==> config.mk <==
export PLATFORM = sky130hd
export DESIGN_NAME = rect_fill_engine_flat
export DESIGN_NICKNAME = d
export VERILOG_FILES = /design/src/rtl/gfx_pkg.sv /design/src/rtl/rect_fill_engine_if.sv /design/src/rtl/rect_edge_mask.sv /design/src/rtl/rect_fill_engine.sv /design/src/flat_wrapper.sv
export SDC_FILE = /design/constraint.sdc
export NUM_CORES = 1
export LEC_CHECK = 0
export BUFFER_PORTS_ARGS = -buffer_cell sky130_fd_sc_hd__buf_2
export CAP_MARGIN = 20
export CORE_UTILIZATION = 53
export CTS_BUF_LIST = sky130_fd_sc_hd__clkbuf_4 sky130_fd_sc_hd__clkbuf_8 sky130_fd_sc_hd__clkbuf_16
export CTS_CLUSTER_SIZE = 20
export DETAILED_ROUTE_END_ITERATION = 10
export GPL_ROUTABILITY_DRIVEN = 0
export PLACE_DENSITY = 0.83
export SLEW_MARGIN = 25
export SYNTH_ARGS = -nofsm -noshare
export SYNTH_HDL_FRONTEND = slang
export SYNTH_HIERARCHICAL = 1
export SYNTH_SLANG_ARGS = --single-unit
==> constraint.sdc <==
create_clock -name clk -period 5.95 [get_ports clk]
set_input_delay 0.595 -clock clk [delete_from_list [all_inputs] [get_ports clk]]
set_output_delay 0.595 -clock clk [all_outputs]
set_load 0.005 [all_outputs]
==> src/rtl/gfx_pkg.sv <==
// -----------------------------------------------------------------------------
// gfx_pkg
// Definitions shared by the graphics write engines (rectangle fill, line
// engine, pixel feeder): DDR2 address-FIFO command codes, default framebuffer
// geometry, the framebuffer burst-address builder and the fill FSM state type.
// -----------------------------------------------------------------------------
package gfx_pkg;

    localparam logic [2:0] AF_CMD_WRITE = 3'b000;
    localparam logic [2:0] AF_CMD_READ  = 3'b001;

    localparam int FB_WIDTH_DEF  = 800;
    localparam int FB_HEIGHT_DEF = 600;

    typedef enum logic [1:0] {
        ST_IDLE = 2'd0,
        ST_CMD  = 2'd1,
        ST_DATB = 2'd2
    } fill_state_e;

    // Burst address: 1 MiB-aligned base, 1024-pixel row stride, 8-pixel bursts.
    function automatic logic [30:0] fb_addr(input logic [10:0] base,
                                            input logic [9:0]  y,
                                            input logic [6:0]  bx);
        return {base, y, bx, 3'b000};
    endfunction

endpackage

==> src/rtl/rect_fill_engine_if.sv <==
// -----------------------------------------------------------------------------
// rect_fill_engine_if
// Bundles the rectangle command port and the DDR2 af/wdf write port.
//   Command : valid, x0, y0, x1, y1, color, frame_base -> engine; ready <- engine
//   FIFO    : af_full, wdf_full -> engine;
//             af_wr_en, af_cmd_din, af_addr_din,
//             wdf_wr_en, wdf_din, wdf_mask_din <- engine
// modport master : the fill engine (drives the FIFO write port)
// modport slave  : command processor / FIFO side
// -----------------------------------------------------------------------------
interface rect_fill_engine_if;

    logic         valid;
    logic [9:0]   x0;
    logic [9:0]   y0;
    logic [9:0]   x1;
    logic [9:0]   y1;
    logic [23:0]  color;
    logic [31:0]  frame_base;
    logic         ready;

    logic         af_full;
    logic         wdf_full;
    logic         af_wr_en;
    logic [2:0]   af_cmd_din;
    logic [30:0]  af_addr_din;
    logic         wdf_wr_en;
    logic [127:0] wdf_din;
    logic [15:0]  wdf_mask_din;

    modport master (
        input  valid, x0, y0, x1, y1, color, frame_base, af_full, wdf_full,
        output ready, af_wr_en, af_cmd_din, af_addr_din,
               wdf_wr_en, wdf_din, wdf_mask_din
    );

    modport slave (
        output valid, x0, y0, x1, y1, color, frame_base, af_full, wdf_full,
        input  ready, af_wr_en, af_cmd_din, af_addr_din,
               wdf_wr_en, wdf_din, wdf_mask_din
    );

endinterface

==> src/rtl/rect_edge_mask.sv <==
// -----------------------------------------------------------------------------
// rect_edge_mask
// Combinational byte mask for one 4-pixel write beat.
//   bx_i     : burst column (8 pixels per burst)
//   beat_b_i : 0 = columns 8bx+0..3, 1 = columns 8bx+4..7
//   xl_i/xr_i: inclusive left/right rectangle edges
//   mask_o   : 4 bits per pixel, 1 = byte not written (outside [xl, xr])
// -----------------------------------------------------------------------------
module rect_edge_mask (
    input  logic [6:0]  bx_i,
    input  logic        beat_b_i,
    input  logic [9:0]  xl_i,
    input  logic [9:0]  xr_i,
    output logic [15:0] mask_o
);

    logic [9:0] col;

    always_comb begin
        mask_o = '0;
        col    = '0;
        for (int p = 0; p < 4; p++) begin
            col = {bx_i, beat_b_i, 2'(p)};
            mask_o[4*p +: 4] = ((col < xl_i) || (col > xr_i)) ? 4'hF : 4'h0;
        end
    end

endmodule

==> src/rtl/rect_fill_engine.sv <==
// -----------------------------------------------------------------------------
// rect_fill_engine
// Fills an axis-aligned rectangle of one colour in the DDR2 framebuffer.
// Each 8-pixel burst is one af write command plus two 128-bit wdf beats;
// partial bursts at the left/right edges carry byte masks.
//   clk : core clock
//   rst : asynchronous, active-high reset
//   bus : rect_fill_engine_if.master (command port + af/wdf write port)
// -----------------------------------------------------------------------------
module rect_fill_engine
    import gfx_pkg::*;
#(
    parameter int FB_WIDTH  = FB_WIDTH_DEF,
    parameter int FB_HEIGHT = FB_HEIGHT_DEF,
    parameter int ROW_SHIFT = 10
) (
    input logic                clk,
    input logic                rst,
    rect_fill_engine_if.master bus
);

    // The address layout hard-wires a 1024-pixel row stride.
    if (ROW_SHIFT != 10) begin : g_bad_row_shift
        $error("rect_fill_engine: only ROW_SHIFT=10 is supported");
    end

    localparam logic [9:0] X_MAX = 10'(FB_WIDTH - 1);
    localparam logic [9:0] Y_MAX = 10'(FB_HEIGHT - 1);

    function automatic logic [9:0] clamp(input logic [9:0] v, input logic [9:0] lim);
        return (v > lim) ? lim : v;
    endfunction

    fill_state_e  state_q, state_d;
    logic [9:0]   xl_q, xl_d, xr_q, xr_d, yt_q, yt_d, yb_q, yb_d;
    logic [9:0]   cy_q, cy_d;
    logic [6:0]   bx_q, bx_d;
    logic [23:0]  color_q, color_d;
    logic [10:0]  base_q, base_d;
    logic         af_wr_en_q, af_wr_en_d, wdf_wr_en_q, wdf_wr_en_d;
    logic [30:0]  af_addr_q, af_addr_d;
    logic [127:0] wdf_din_q, wdf_din_d;
    logic [15:0]  wdf_mask_q, wdf_mask_d;

    logic [9:0]   xl_c, xr_c, yt_c, yb_c;
    logic [15:0]  edge_mask;
    logic         unused_base_bits;

    // Only bits [30:20] of the base select the framebuffer.
    assign unused_base_bits = ^{bus.frame_base[31], bus.frame_base[19:0]};

    // Sorted, clamped corners of the incoming command.
    assign xl_c = clamp((bus.x0 < bus.x1) ? bus.x0 : bus.x1, X_MAX);
    assign xr_c = clamp((bus.x0 < bus.x1) ? bus.x1 : bus.x0, X_MAX);
    assign yt_c = clamp((bus.y0 < bus.y1) ? bus.y0 : bus.y1, Y_MAX);
    assign yb_c = clamp((bus.y0 < bus.y1) ? bus.y1 : bus.y0, Y_MAX);

    // In CMD the mask is for beat A, in DATB for beat B of the same burst.
    rect_edge_mask u_edge_mask (
        .bx_i     (bx_q),
        .beat_b_i (state_q == ST_DATB),
        .xl_i     (xl_q),
        .xr_i     (xr_q),
        .mask_o   (edge_mask)
    );

    always_comb begin
        state_d     = state_q;
        xl_d        = xl_q;
        xr_d        = xr_q;
        yt_d        = yt_q;
        yb_d        = yb_q;
        cy_d        = cy_q;
        bx_d        = bx_q;
        color_d     = color_q;
        base_d      = base_q;
        af_wr_en_d  = 1'b0;
        wdf_wr_en_d = 1'b0;
        af_addr_d   = af_addr_q;
        wdf_din_d   = wdf_din_q;
        wdf_mask_d  = wdf_mask_q;

        case (state_q)
            ST_IDLE: begin
                if (bus.valid) begin
                    xl_d    = xl_c;
                    xr_d    = xr_c;
                    yt_d    = yt_c;
                    yb_d    = yb_c;
                    cy_d    = yt_c;
                    bx_d    = xl_c[9:3];
                    color_d = bus.color;
                    base_d  = bus.frame_base[30:20];
                    state_d = ST_CMD;
                end
            end
            ST_CMD: begin
                // Beat A must go out with its command, so both FIFOs need room.
                if (!bus.af_full && !bus.wdf_full) begin
                    af_wr_en_d  = 1'b1;
                    wdf_wr_en_d = 1'b1;
                    af_addr_d   = fb_addr(base_q, cy_q, bx_q);
                    wdf_din_d   = {4{8'h00, color_q}};
                    wdf_mask_d  = edge_mask;
                    state_d     = ST_DATB;
                end
            end
            ST_DATB: begin
                if (!bus.wdf_full) begin
                    wdf_wr_en_d = 1'b1;
                    wdf_din_d   = {4{8'h00, color_q}};
                    wdf_mask_d  = edge_mask;
                    if (bx_q < xr_q[9:3]) begin
                        bx_d    = bx_q + 7'd1;
                        state_d = ST_CMD;
                    end else if (cy_q < yb_q) begin
                        cy_d    = cy_q + 10'd1;
                        bx_d    = xl_q[9:3];
                        state_d = ST_CMD;
                    end else begin
                        state_d = ST_IDLE;
                    end
                end
            end
            default: state_d = ST_IDLE;
        endcase
    end

    always_ff @(posedge clk or posedge rst) begin
        if (rst) begin
            state_q     <= ST_IDLE;
            xl_q        <= '0;
            xr_q        <= '0;
            yt_q        <= '0;
            yb_q        <= '0;
            cy_q        <= '0;
            bx_q        <= '0;
            color_q     <= '0;
            base_q      <= '0;
            af_wr_en_q  <= 1'b0;
            wdf_wr_en_q <= 1'b0;
            af_addr_q   <= '0;
            wdf_din_q   <= '0;
            wdf_mask_q  <= 16'hFFFF;
        end else begin
            state_q     <= state_d;
            xl_q        <= xl_d;
            xr_q        <= xr_d;
            yt_q        <= yt_d;
            yb_q        <= yb_d;
            cy_q        <= cy_d;
            bx_q        <= bx_d;
            color_q     <= color_d;
            base_q      <= base_d;
            af_wr_en_q  <= af_wr_en_d;
            wdf_wr_en_q <= wdf_wr_en_d;
            af_addr_q   <= af_addr_d;
            wdf_din_q   <= wdf_din_d;
            wdf_mask_q  <= wdf_mask_d;
        end
    end

    assign bus.ready        = (state_q == ST_IDLE);
    assign bus.af_wr_en     = af_wr_en_q;
    assign bus.af_cmd_din   = AF_CMD_WRITE;
    assign bus.af_addr_din  = af_addr_q;
    assign bus.wdf_wr_en    = wdf_wr_en_q;
    assign bus.wdf_din      = wdf_din_q;
    assign bus.wdf_mask_din = wdf_mask_q;

endmodule

==> src/flat_wrapper.sv <==
// flat-port wrapper written by rule: the top's interface ports become plain ports
module rect_fill_engine_flat import gfx_pkg::*;
#(
    parameter int FB_WIDTH  = FB_WIDTH_DEF,
    parameter int FB_HEIGHT = FB_HEIGHT_DEF,
    parameter int ROW_SHIFT = 10
)
  (clk, rst, bus_valid, bus_x0, bus_y0, bus_x1, bus_y1, bus_color, bus_frame_base, bus_af_full, bus_wdf_full, bus_ready, bus_af_wr_en, bus_af_cmd_din, bus_af_addr_din, bus_wdf_wr_en, bus_wdf_din, bus_wdf_mask_din);
  rect_fill_engine_if bus_i ();
  input logic clk;
  input logic rst;
  input wire logic [$bits(bus_i.valid)-1:0] bus_valid;
  input wire logic [$bits(bus_i.x0)-1:0] bus_x0;
  input wire logic [$bits(bus_i.y0)-1:0] bus_y0;
  input wire logic [$bits(bus_i.x1)-1:0] bus_x1;
  input wire logic [$bits(bus_i.y1)-1:0] bus_y1;
  input wire logic [$bits(bus_i.color)-1:0] bus_color;
  input wire logic [$bits(bus_i.frame_base)-1:0] bus_frame_base;
  input wire logic [$bits(bus_i.af_full)-1:0] bus_af_full;
  input wire logic [$bits(bus_i.wdf_full)-1:0] bus_wdf_full;
  output wire logic [$bits(bus_i.ready)-1:0] bus_ready;
  output wire logic [$bits(bus_i.af_wr_en)-1:0] bus_af_wr_en;
  output wire logic [$bits(bus_i.af_cmd_din)-1:0] bus_af_cmd_din;
  output wire logic [$bits(bus_i.af_addr_din)-1:0] bus_af_addr_din;
  output wire logic [$bits(bus_i.wdf_wr_en)-1:0] bus_wdf_wr_en;
  output wire logic [$bits(bus_i.wdf_din)-1:0] bus_wdf_din;
  output wire logic [$bits(bus_i.wdf_mask_din)-1:0] bus_wdf_mask_din;
  assign bus_i.valid = bus_valid;
  assign bus_i.x0 = bus_x0;
  assign bus_i.y0 = bus_y0;
  assign bus_i.x1 = bus_x1;
  assign bus_i.y1 = bus_y1;
  assign bus_i.color = bus_color;
  assign bus_i.frame_base = bus_frame_base;
  assign bus_i.af_full = bus_af_full;
  assign bus_i.wdf_full = bus_wdf_full;
  assign bus_ready = bus_i.ready;
  assign bus_af_wr_en = bus_i.af_wr_en;
  assign bus_af_cmd_din = bus_i.af_cmd_din;
  assign bus_af_addr_din = bus_i.af_addr_din;
  assign bus_wdf_wr_en = bus_i.wdf_wr_en;
  assign bus_wdf_din = bus_i.wdf_din;
  assign bus_wdf_mask_din = bus_i.wdf_mask_din;
  rect_fill_engine #(.FB_WIDTH(FB_WIDTH), .FB_HEIGHT(FB_HEIGHT), .ROW_SHIFT(ROW_SHIFT)) u_core (.clk(clk), .rst(rst), .bus(bus_i));
endmodule
==> results_dict.tcl, run 1 <==
set metrics [dict create \
    seqCellArea_um2 3870 \
    antenna_found_initial 1 \
    path_delay_family "simple AND/OR/NAND/NOR gates" \
    htreeDepth 4 \
    num_io_pins 282 \
    yosysUniqueCellTypes 69 \
    rows 48 \
    syn_inst 995 \
    ys.flop_type "dfrtp_1" \
    first_pass_iters 6 \
    areaGrowthSynthToFinish_pct 12.7 \
    clock_path_buffers 2 \
    die_h_um 135 \
    setup_tns_ns 0 \
    path_class "input port to register" \
    root_buffer "clkbuf_16" \
    tightest_slew_ns 0.892 \
    grt_pass1_vias 7042 \
    die_w_um 135 \
    slew_headroom 0.406 \
    cp_slowest_stage_delay_ns 0.66 \
    grt-ovfl-total 0 \
    maxCapViolations 0 \
    cp.required_ns 6.22 \
    crit_chain "buf_2 > inv_1 > ha_1 > nand4_1 > a211oi_1 > nor3_2 > nand2_1 > o311ai_0 > a21oi_1" \
    max_freq_mhz 348 \
    syn_avg_cell_area_um2 9.44 \
    numCtsBuffers 17 \
    period_share 0.483 \
    ctsResizeCount 0 \
    finalNonFillerCells 1363 \
    dp.cells 1331 \
    outcome "complete, no violations" \
    core_area_um2 17300 \
    clock_skew_ns 0.00764 \
    ys_warn_count 6 \
    cp_max_fo 13 \
    startpoint_type "input port" \
    hold_class "input port to async pin" \
    vias 7553 \
    finalHoldViolCount 0 \
    die_area_um2 18300 \
    drtIter0Drc 504 \
    grt_pass1_wl_mm 35.2 \
    fin_total_pwr_mw 5.66 \
    insertion_delay_ns 0.42 \
    antennaDiodeCount 0 \
    cts_tree "built" \
    wl_per_cell_um 16.1 \
    rsz0062_at_grt "false" \
    finalWirelength_mm 21.9 \
    power.density_nw_per_um2 535 \
    synth-seq-cells 154 \
    hold_buffers 0 \
    ir_worst_vdd_mv 0.246 \
    syn_area_um2 9400 \
    slew_violations 0 \
    clkTransAtPathRegs_ns 0.06 \
    io_buffers 222 \
    whs_ns 0.350 \
    worst-endpoint-arrival_ns 3.15 \
    antenna_left 0 \
    layout-drive-gt1-share 0.335 \
    crit_buf_inv 2 \
    post_cts_buffers 0 \
    drc 0 \
    grt_usage 0.247 \
    p_leak_nw 5.42 \
    setup_viol 0 \
    clock-sinks 154 \
    yosysSeqAreaShare 0.412 \
    finalNetCount 1284 \
    grt_max_degree 100 \
    period_needed_ns 2.87 \
    viasPerCell 5.54 \
    hpwl_mm 15.8 \
    synth_edf_count 0 \
    start_util 0.543 \
    multi_input_area_um2 4370 \
    r2r_slack_ns 3.24 \
    final.fill_count 1431 \
    synth_async_sr_flop_share 1.00 \
    endpoint_kind "register" \
    slowest_stage "o311ai_0" \
]
-- synthesized netlist by cell type, types with 9 or more instances --
cell type  number  area, um2
nand2_1       160        601
nand3_1        26        130
a31oi_1        17        106
a211oi_1        9       67.6
nor2_1         51        191
ha_1           58        726
dfstp_2        16        420
dfrtp_1       138       3450
mux2_2         84        946
a21oi_1        40        200
nand4_1        10       62.6
o21ai_0        43        215
clkbuf_1       31        116
buf_4         122        916
inv_1          69        259
-- power by group --
part | total, mW | switching, mW | internal, mW
registers | 1.98 | 0.418 | 1.57
logic | 2.55 | 1.37 | 1.18
clock network | 1.13 | 0.420 | 0.711
total | 5.66 | 2.21 | 3.46
-- sequential cells by signal, summed over array words and instances (netlist names) --
| register | flops |
|---|---|
| u_core/bus.af_addr_din | 28 |
| u_core/color_q | 24 |
| u_core/base_q | 11 |
| u_core/bus.wdf_din | 24 |
| u_core/cy_q | 10 |
| u_core/xr_q | 10 |
| u_core/bus.af_wr_en | 1 |
| u_core/bus.wdf_wr_en | 1 |
| u_core/bus.wdf_mask_din | 16 |
| u_core/bx_q | 7 |
| u_core/state_q | 2 |
| u_core/xl_q | 10 |
| u_core/yb_q | 10 |
-- layer usage --
| layer | GRT usage | up-vias | wire length, um | share of wire |
|---|---|---|---|---|
| met5 | 0 | - | 13 | 0.00059 |
| met4 | 0.0968 | 2 | 501 | 0.023 |
| met3 | 0.0434 | 42 | 1250 | 0.057 |
| met2 | 0.429 | 329 | 11200 | 0.51 |
| met1 | 0.304 | 3640 | 8940 | 0.41 |
| li1 | - | 3540 | - | - |
-- cell type report --
cell class,count,area share
Sequential cell,154,0.366
Inverter,69,0.0249
Timing Repair Buffer,230,0.111
Clock buffer,23,0.0462
Tap cell,225,0.0266
Multi-Input combinational cell,653,0.413
Clock inverter,9,0.0130
-- cells by family after synthesis --
kind of cell,synth area share
compound gates,0.122
fa+ha+maj,0.0772
simple gates,0.135
other cells,0.000399
flops,0.412
xor+xnor,0.00466
buf+inv,0.140
mux,0.109
-- metrics by stage --
| stage | cell area [um2] | utilization | worst slack [ns] |
|---|---|---|---|
| after floorplan | 9540 | - | 1.23 |
| after global placement | 9960 | 0.576 | 2.82 |
| after detailed placement | 9960 | 0.576 | 2.74 |
| after CTS | 10600 | 0.612 | 3.06 |
| after global routing | 10600 | 0.612 | 2.86 |
| final | 10600 | 0.612 | 3.08 |
-- cell usage in the layout (no fill, tap or decap), drive strengths merged, types with 4 or more instances in the layout --
cell type | synthesis | final
o31ai | 4 | 4
o21ai | 44 | 44
dfstp | 16 | 16
a221oi | 4 | 4
nand4 | 11 | 11
a211oi | 9 | 9
a21oi | 43 | 43
nand2 | 160 | 160
nand2b | 5 | 5
nor3 | 10 | 10
ha | 58 | 58
nand3 | 26 | 26
mux2 | 85 | 85
o22ai | 4 | 4
dfrtp | 138 | 138
nor4 | 5 | 5
o21a | 6 | 6
mux2i | 6 | 6
nor2 | 51 | 51
a21o | 5 | 5
buf | 125 | 230
a31oi | 17 | 17
conb | 1 | 38
inv | 69 | 71
and2 | 4 | 4
and3 | 5 | 5
clkbuf | 31 | 23
-- path summary, 6_finish.rpt --
check                                                from                             endpoint  cells past startpoint
max in group asynchronous                             rst  u_core/bus.wdf_din[117]$_DFFE_PP0P_                      3
min                                                   rst       u_core/color_q[11]$_DFFE_PP0P_                      2
min in group clk                       bus_frame_base[27]         u_core/base_q[7]$_DFFE_PP0P_                      3
min reg2reg                u_core/color_q[23]$_DFFE_PP0P_       u_core/color_q[23]$_DFFE_PP0P_                      2
max                                             bus_y1[9]           u_core/cy_q[2]$_DFFE_PP0P_                      9
max reg2reg                 u_core/state_q[0]$_DFFE_PP0P_           u_core/cy_q[5]$_DFFE_PP0P_                      9
Note: power is estimated with default switching activity, not from simulation.
==> inputs of run 2 (changes only) <==
clock period = 3 ns   (was 5.95 ns; I/O delays follow)
==> run 2 against run 1 <==
Compared with the run above:
- core utilization grew 0.35 points
- via count down 1.4%
- power is 97% higher
- die area unchanged
- critical path type is now register to register
- cell count increased by 1.0%
==> results_dict.tcl, run 2 (synthesized netlist as in run 1, its figures left out) <==
set metrics [dict create \
    cp_max_fo 13 \
    cts_tree "built" \
    drc 0 \
    period_share 0.832 \
    slowest_stage "dfrtp_1" \
    seqPwrFrac 0.347 \
    largest_register_ff_count 28 \
    worst-endpoint-arrival_ns 2.81 \
    clock_skew_ns 0.0112 \
    root_buffer "clkbuf_16" \
    ctsResizeCount 0 \
    drtIter0Drc 475 \
    power_frac_clock 0.185 \
    clock_path_buffers 2 \
    cp.required_ns 3.31 \
    io_buffers 222 \
    hold_buffers 0 \
    slew_headroom 0.443 \
    rsz0062_at_grt "false" \
    finalWirelength_mm 21.9 \
    path_class "register to register" \
    p_leak_nw 5.44 \
    top_usage_layer "met2" \
    power_frac_comb 0.468 \
    finalHoldViolCount 0 \
    setup_viol 0 \
    wl_per_cell_um 15.9 \
    grt_pass1_wl_mm 34.8 \
    hold_class "input port to register" \
    finalNetCount 1297 \
    rows 48 \
    post_cts_buffers 0 \
    swShare 0.399 \
    ir_worst_vdd_mv 0.443 \
    use_met3 0.0453 \
    grt_pass1_vias 6920 \
    setup_tns_ns 0 \
    fin_total_pwr_mw 11.1 \
    viasPerCell 5.41 \
    die_area_um2 18300 \
    finalCoreUtilization 0.616 \
    antenna_left 0 \
    htreeDepth 4 \
    placed_area_um2 10100 \
    first_pass_iters 5 \
    crit_chain "ha_1 > a2111o_1 > a211oi_1 > a31oi_2 > o41ai_1" \
    vias 7448 \
    met1_usage 0.293 \
    die_w_um 135 \
    final_cell_mix "buf_2, nand2_1, dfrtp_1" \
    num_io_pins 282 \
    startpoint_type "register" \
    max_freq_mhz 401 \
    tightest_slew_ns 0.836 \
    outcome "complete, no violations" \
    slew_violations 0 \
    clkTransAtPathRegs_ns 0.07 \
    met2_usage 0.433 \
    hpwl_mm 15.7 \
    insertion_delay_ns 0.42 \
    maxCapViolations 0 \
    final_common_cell "buf_2" \
    antenna_found_initial 2 \
    grt_max_degree 155 \
    layout-drive-gt1-share 0.342 \
    p_switching_mw 4.44 \
    place_ws_ns 0.250 \
    die_h_um 135 \
    endpoint_kind "register" \
    clock-sinks 154 \
    layout_setup_ws_ns 0.504 \
    design_area_um2 10700 \
    core_area_um2 17300 \
    start_util 0.543 \
    grt_usage 0.243 \
    areaGrowthSynthToFinish_pct 13.3 \
    numCtsBuffers 17 \
    internal_power_mw 6.70 \
    power.density_nw_per_um2 1050 \
    grt-ovfl-total 0 \
    cp_slowest_stage_delay_ns 0.49 \
    period_needed_ns 2.50 \
]
-- run 2: changes by cell type in the layout (fill, tap and decap cells not counted) --
cell        change
buf_4          +12
clkinvlp_4      +5
clkbuf_4        -3
bufinv_16       -2
clkbuf_8        -2
buf_12          +1
diode_2         +1
inv_6           +1
inv_8           +1
-- run 2: worst paths after layout --
check	startpoint	end	cells after the start	slack (ns)
worst max-delay path	u_core/cy_q[1]$_DFFE_PP0P_	u_core/cy_q[1]$_DFFE_PP0P_	5	0.50
worst min-delay path	bus_frame_base[30]	u_core/base_q[10]$_DFFE_PP0P_	3	0.06
worst max register to register	u_core/cy_q[1]$_DFFE_PP0P_	u_core/cy_q[1]$_DFFE_PP0P_	5	0.50
worst min register to register	u_core/base_q[2]$_DFFE_PP0P_	u_core/base_q[2]$_DFFE_PP0P_	2	0.47
max in group asynchronous	rst	u_core/bx_q[0]$_DFFE_PP0P_	3	2.23
min in group asynchronous	rst	u_core/xr_q[0]$_DFFE_PP0P_	3	0.11
-- run 2: power by group through the flow --
stage	combinational, mW	clock, mW	sequential, mW
global placement	4.97	0	3.83
finish	5.21	2.06	3.87
floorplan	4.12	0	3.79
CTS	5.20	2.11	3.87
detailed placement	5.13	0	3.90
global route	5.84	2.18	4.01
-- run 2: layout make-up --
type / count / area, um2
Sequential cell: 154 / 3870
Timing Repair Buffer: 243 / 1280
Fill cell: 1456 / 6650
Inverter: 69 / 263
Clock buffer: 18 / 439
Clock inverter: 14 / 136
Antenna cell: 1 / 2.50
Tap cell: 225 / 282
Multi-Input combinational cell: 653 / 4370
-- run 2: worst max-delay path, delay by kind of cell, from the launching register on --
kind	cells	cell delay (ns)
flops	1	0.49
fa+ha+maj	1	0.32
compound gates	4	1.57
-- run 2: per-layer routing --
metal / share of wire / vias up
li1: - / 3569
met1: 0.42 / 3552
met2: 0.51 / 286
met3: 0.056 / 39
met4: 0.021 / 2
met5: 0.00059 / -
-- run 2: through the flow --
step / hold WS, ns / cells
floorplan: 0.405 / 1032
global placement: 0.452 / 1344
detailed placement: 0.459 / 1344
CTS: 0.0482 / 1376
global route: 0.0571 / 1377
finish: 0.0593 / 1377
